$ cat config.mk
export PLATFORM = sky130hd
export DESIGN_NAME = serial_subtractor_8b
export DESIGN_NICKNAME = d
export VERILOG_FILES = /design/src/rtl/serial_subtractor_8b.sv
export SDC_FILE = /design/constraint.sdc
export NUM_CORES = 1
export LEC_CHECK = 0
export ABC_AREA = 1
export ABC_CLOCK_PERIOD_IN_PS = 1250
export CORE_MARGIN = 2
export CORE_UTILIZATION = 47
export CTS_CLUSTER_DIAMETER = 40
export DETAILED_ROUTE_END_ITERATION = 8
export PLACE_DENSITY = 0.75
export SYNTH_ARGS = -nofsm -noshare
export SYNTH_HDL_FRONTEND = slang
export SYNTH_SLANG_ARGS = --single-unit
$ cat constraint.sdc
create_clock -name clk -period 1.25 [get_ports clk]
set_clock_uncertainty 0.05 [all_clocks]
set_input_delay 0.375 -clock clk [delete_from_list [all_inputs] [get_ports clk]]
set_output_delay 0.375 -clock clk [all_outputs]
set_load 0.03 [all_outputs]
$ cat src/rtl/serial_subtractor_8b.sv
// Bit-serial LSB-first subtractor: D = x - y - Bin over WIDTH cycles using one
// full-subtractor cell, with a start/busy/done handshake.
module serial_subtractor_8b #(
  parameter int unsigned WIDTH = 8
) (
  input  logic             clk,
  input  logic             rst_n,
  input  logic             start,
  input  logic [WIDTH-1:0] x,
  input  logic [WIDTH-1:0] y,
  input  logic             Bin,
  output logic             busy,
  output logic             done,
  output logic [WIDTH-1:0] D,
  output logic             Bout
);

  localparam int unsigned CW = (WIDTH > 1) ? $clog2(WIDTH) : 1;
  localparam logic [CW-1:0] LastCnt = CW'(WIDTH - 1);

  typedef enum logic [1:0] {StIdle, StShift, StDone} state_e;

  state_e           r_state;
  logic [WIDTH-1:0] r_a;
  logic [WIDTH-1:0] r_b;
  logic [WIDTH-1:0] r_r;
  logic             r_br;
  logic [CW-1:0]    r_cnt;
  logic             r_busy;
  logic             r_done;
  logic [WIDTH-1:0] r_d;
  logic             r_bout;

  logic             w_d;
  logic             w_br_next;
  logic [WIDTH-1:0] w_r_next;

  always_comb begin
    w_d       = r_a[0] ^ r_b[0] ^ r_br;
    w_br_next = (~r_a[0] & r_b[0]) | (~(r_a[0] ^ r_b[0]) & r_br);
    w_r_next  = {w_d, r_r[WIDTH-1:1]};
  end

  always_ff @(posedge clk or negedge rst_n) begin
    if (!rst_n) begin
      r_state <= StIdle;
      r_a     <= '0;
      r_b     <= '0;
      r_r     <= '0;
      r_br    <= 1'b0;
      r_cnt   <= '0;
      r_busy  <= 1'b0;
      r_done  <= 1'b0;
      r_d     <= '0;
      r_bout  <= 1'b0;
    end else begin
      r_done <= 1'b0;
      unique case (r_state)
        StIdle: begin
          if (start) begin
            r_a     <= x;
            r_b     <= y;
            r_br    <= Bin;
            r_cnt   <= '0;
            r_busy  <= 1'b1;
            r_state <= StShift;
          end
        end
        StShift: begin
          r_a  <= r_a >> 1;
          r_b  <= r_b >> 1;
          r_br <= w_br_next;
          r_r  <= w_r_next;
          // Last bit: publish the full result straight from the shift path.
          if (r_cnt == LastCnt) begin
            r_d     <= w_r_next;
            r_bout  <= w_br_next;
            r_done  <= 1'b1;
            r_state <= StDone;
          end else begin
            r_cnt <= r_cnt + 1'b1;
          end
        end
        StDone: begin
          r_busy  <= 1'b0;
          r_state <= StIdle;
        end
        default: begin
          r_busy  <= 1'b0;
          r_state <= StIdle;
        end
      endcase
    end
  end

  assign busy = r_busy;
  assign done = r_done;
  assign D    = r_d;
  assign Bout = r_bout;

endmodule

# Word level (Yosys, flattened, before mapping)
# Index checks and enable logic that the tools add are counted.
[totals]
regBits = 41
latch_bits = 0
ram_bits = 0
rom_bits = 0
in_bits = 20
out_inout_bits = 11
elab_cells = 47
mem_count = 0
[classes]
addsub = 1
mul = 0
n_div = 0
n_lt_le_gt_ge = 0
n_eq_ne = 5
n_shift = 0
mux = 16
bitwise = 8
n_reduce_logical = 7
[op_table]
columns = ["op", "count"]
rows = [
  ["case mux 8 bit (2 select lines)", 2],
  ["2-to-1 mux 8 bit", 2],
  ["AND reduction 2 bit", 4],
  ["2-to-1 mux 3 bit", 2],
  ["inequality test 2 bit, second input constant", 3],
  ["case mux 3 bit (2 select lines)", 1],
  ["2-to-1 mux 1 bit", 4],
  ["2-to-1 mux 2 bit", 2],
  ["case mux 1 bit (2 select lines)", 2],
  ["case mux 2 bit (2 select lines)", 1],
  ["adder 3 x 1 -> 3 bit, second input constant", 1],
  ["== test 3 bit, second input constant", 1],
  ["NOT 1 bit", 3],
  ["AND reduction 3 bit", 1],
  ["AND 1 bit", 2],
  ["== test 2 x 1 -> 1 bit, second input constant", 1],
  ["logical NOT 2 bit", 1],
  ["nonzero test 2 bit", 1],
  ["XOR 1 bit", 2],
  ["bitwise OR 1 bit", 1],
]

# Logic depth before layout (Yosys ltp)
[depth]
ltp_word = 5
depth_mapped = 7
ltp_nobuf = 6

# Least setup slack after synthesis
# OpenSTA, ideal clock, no wires.
[synth_path]
kind = "flip-flop to flip-flop"
startpoint = "register r_cnt[0]"
endpoint = "register r_d[0] (netlist: D[0])"
arrival_ps = 1201
required_ps = 1135
slack_ps = -66
path_stages_with_launch = 7
path_buffers = 1
cell_sequence = "dfrtp_1 ha_1 ha_1 nand2_2 buf_6 nand2_1 nand2_1"
[synth_via]
elab_chain_cells = 2
[synth_rtl]
columns = ["element", "line_no", "text"]
rows = [
  ["start, declared", "28", "logic [CW-1:0] r_cnt;"],
  ["start signal, assigned", "81", "r_cnt <= r_cnt + 1'b1;"],
  ["== test 3 bit", "75", "if (r_cnt == LastCnt) begin"],
  ["AND reduction 2 bit (no source line)", "-", ""],
  ["end signal, assigned", "76", "r_d <= w_r_next;"],
  ["end, declared", "31", "logic [WIDTH-1:0] r_d;"],
]
# Every way passes these cells.
# A chain may end at the register's enable or synchronous reset.

# Worst setup path in the final report
[layout_path]
startpoint = "register r_busy (netlist: busy)"
endpoint = "output port busy"
[layout_lines]
columns = ["element", "line_no", "text"]
rows = [
  ["start, declared", "29", "logic r_busy;"],
  ["start signal, assigned", "52", "r_busy <= 1'b0;"],
  ["start signal, assigned", "65", "r_busy <= 1'b1;"],
  ["start signal, assigned", "85", "r_busy <= 1'b0;"],
  ["end, declared", "12", "output logic busy,"],
]
# No word-level cell between the ends.

==> qor.csv <==
stage,metric,value,unit
pwr,p_leak,1.40,nW
drt,drt-initial-drc-count,132,
place,io_buffer_count,30,
worst_setup_path,cpMaxStageDelayCell,dfrtp_1,
worst_setup_path,worstPathMaxFanout,2,
pwr,power.density,2630,mW/mm^2
global_route,grt_usage,19.9,%
min_path,hold_start,start,
layout,seq_area,0.00100,mm^2
synth,synth_warnings,0,
synth,avgSynthCellArea,8.60,um^2
worst_setup_path,required,0.83,ns
sta,finalHoldViolations,0,
sta,setup_violations,12,
sta,rsz0062_at_grt,yes,
drt,drtAntennaViolNets,0,
drt,dr_wl_met2,2.07,mm
synth,ys_ff_latch,40,
worst_setup_path,critPathBufInv,1,
layout,n_fill_cell,308,
synth,synth_cell_types,22,
drt,wl_per_cell,12.2,um
layout,areaGrowthSynthToFinish,43.8,%
pwr,total_power,7.11,mW
worst_setup_path,setup.worst_path.start,busy,
floorplan,die_area,0.00453,mm^2
clock_tree,cts_tree,yes,
drt,vias,1554,
drt,drcViolationCount,0,
worst_setup_path,slowest_delay,0.41,ns
min_path,hp-class,input port to flop,
worst_setup_path,r2r_start,r_b[0],
floorplan,chipHeight,67.3,um
global_route,grt_pass1_vias,1509,
clock_tree,clock_sinks,40,
synth,syn_area,0.00188,mm^2
drt,wl_met1,1.73,mm
pwr,ir_drop,1.25,mV
floorplan,num_io_pins,31,
worst_setup_path,endpoint_kind,output port,
layout,nets,301,
drt,highest_layer,met4,
global_route,grt_pass1_wl,6.60,mm
global_route,antenna_found_initial,0,
worst_setup_path,crit_chain,buf_6,
global_route,gr-total-overflow,0,
floorplan,core,0.00391,mm^2
clock_tree,htreeDepth,2,
sta,worstMarginPinSlew,0.227,ns
clock_tree,clock_latency,0.30,ns
layout,n_antenna_cell,0,
sta,min_period,1.28,ns
synth,synth-seq-area-share,53.2,%
drt,viasPerCell,4.74,
flow_run,drv_cap,0,
clock_tree,clk_pin_slew,0.08,ns
sta,report.final.slew_viol_count,0,
drt,wl_met3,113,um
floorplan,die_width,67.3,um
sta,relSlewSlack,84.8,%
place,dpl.hpwl,2.58,mm
floorplan,row_count,23,
clock_tree,cts_buffers,5,
drt,drt_wl_total,4.00,mm
worst_setup_path,worstSetupStartpointType,flop,
layout,multiInputGateArea,776,um^2
floorplan,initial_core_util,48.1,%
worst_setup_path,crit_arrival,0.85,ns
layout,layout-drive-gt1-share,30.2,%
worst_setup_path,path_class,flop to output port,
clock_tree,cts_root_buf,clkbuf_8,
sta,fin_crit_sh,102,%
sta,setup_slack,-0.0287,ns
synth,synth_cells,219,
status,failed_checks,setup timing,
sta,clock.fmax,782,MHz
worst_setup_path,crit_family,flip-flops,
sta,hold_slack,0.395,ns
global_route,grt_max_degree,41,
place,gp_congestion,0.787,
drt,drt-pass1-iter-count,4,
status,run_status,"finished, violations left",
clock_tree,cts_buffer_depth,2,
synth,syn-num-nets,243,
==> cell type report <==
| cell class | instances | share of cell area, % |
|---|---|---|
| flip-flops and latches | 40 | 37.1 |
| multi-input cells | 138 | 28.7 |
| repair buffers | 59 | 23.1 |
| inverters | 33 | 4.76 |
| clock buffers | 5 | 2.54 |
| well taps | 50 | 2.31 |
| clock inverters | 3 | 1.57 |
==> where the power goes <==
group / switching (mW) / leakage (nW) / internal [mW]
registers: 0.395 / 0.498 / 1.90
clock network: 0.475 / 0.0541 / 0.591
logic: 1.96 / 0.853 / 1.79
total: 2.83 / 1.40 / 4.28
==> through the flow <==
step	setup TNS [ns]	util, %	setup WS (ns)	cell area (um^2)	std cells
4_1_cts	-0.256	66.5	-0.0379	2600	319
3_3_place_gp	-4.21	59.9	-0.242	2340	307
2_1_floorplan	0	-	0.0218	1890	219
3_5_place_dp	-4.77	59.9	-0.265	2340	307
5_1_grt	-1.07	69.2	-0.0687	2710	328
6_report	-0.196	69.2	-0.0287	2710	328
==> cell usage after synthesis, drive strengths merged <==
| master | number | area, um^2 |
|---|---|---|
| nand3 | 18 | 90.1 |
| o21ai | 18 | 120 |
| nand2 | 81 | 324 |
| clkbuf | 1 | 3.75 |
| fa | 1 | 20.0 |
| a21oi | 2 | 10.0 |
| ha | 3 | 37.5 |
| or2 | 12 | 75.1 |
| nor2 | 3 | 16.3 |
| buf | 7 | 58.8 |
| inv | 33 | 126 |
| dfrtp | 40 | 1000 |
==> placed cells by master, fill, tap and decap left out <==
master           count
nor2_4               1
bufinv_16            1
nand2_8              1
dlymetal6s2s_1       1
a21oi_2              1
buf_4               19
nand2_1             71
nand2_4              3
dlygate4sd3_1        1
buf_12               5
clkinvlp_4           1
nor2_1               1
buf_6               14
or2_2                2
o21ai_0              9
buf_2                1
nand2_2              6
or2_0                4
inv_4                2
ha_4                 3
inv_2                5
inv_1               26
nor2_2               1
nand3_1             18
dfrtp_2              2
a21oi_1              1
fa_2                 1
clkbuf_8             5
or2_1                6
o21ai_1              1
clkinv_2             1
o21ai_2              8
clkdlybuf4s50_1     17
buf_16               1
dfrtp_1             38
==> registers in the layout (all words and copies together), names as in the netlist <==
signal and cells:
r_a 8, r_br 1, r_b 8, busy 1, r_cnt 3, done 1, r_state 2, D 8
r_r 7, Bout 1
==> worst paths after layout <==
kind                              end  slack, ns  cells past startpoint
setup / recovery                 busy      -0.03                      1
hold reg to reg                r_b[4]       0.43                      2
hold / removal                   busy       0.39                      3
min in group asynchronous      r_b[2]       0.52                      3
setup reg to reg                 D[7]      -0.02                      4
max in group asynchronous  r_state[1]       0.42                      3
==> cells by family (layout without fill, tap and decap cells) <==
family | after synthesis | in the layout | share of synthesized area, %
AND/OR/NAND/NOR | 114 | 114 | 26.8
buffers and inverters | 41 | 100 | 10.0
flip-flops | 40 | 40 | 53.2
AO/OA/AOI/OAI | 20 | 20 | 6.91
adder cells (fa/ha/maj) | 4 | 4 | 3.06
==> repair_timing <==
item,4_1_cts,5_1_grt
hold buffers,1,0
hold endpoints to repair,40,0
gates resized for setup,24,15
gates cloned,1,0
endpoints found under the setup margin,25,39
pin swaps,6,2
setup buffers,2,9
==> per-layer routing <==
layer / track usage (%) / up-vias
li1: - / 781
met5: 0 / -
met4: 10.7 / 0
met2: 32.4 / 27
met3: 4.50 / 5
met1: 24.4 / 741
Power figures use the tool's default switching activity.
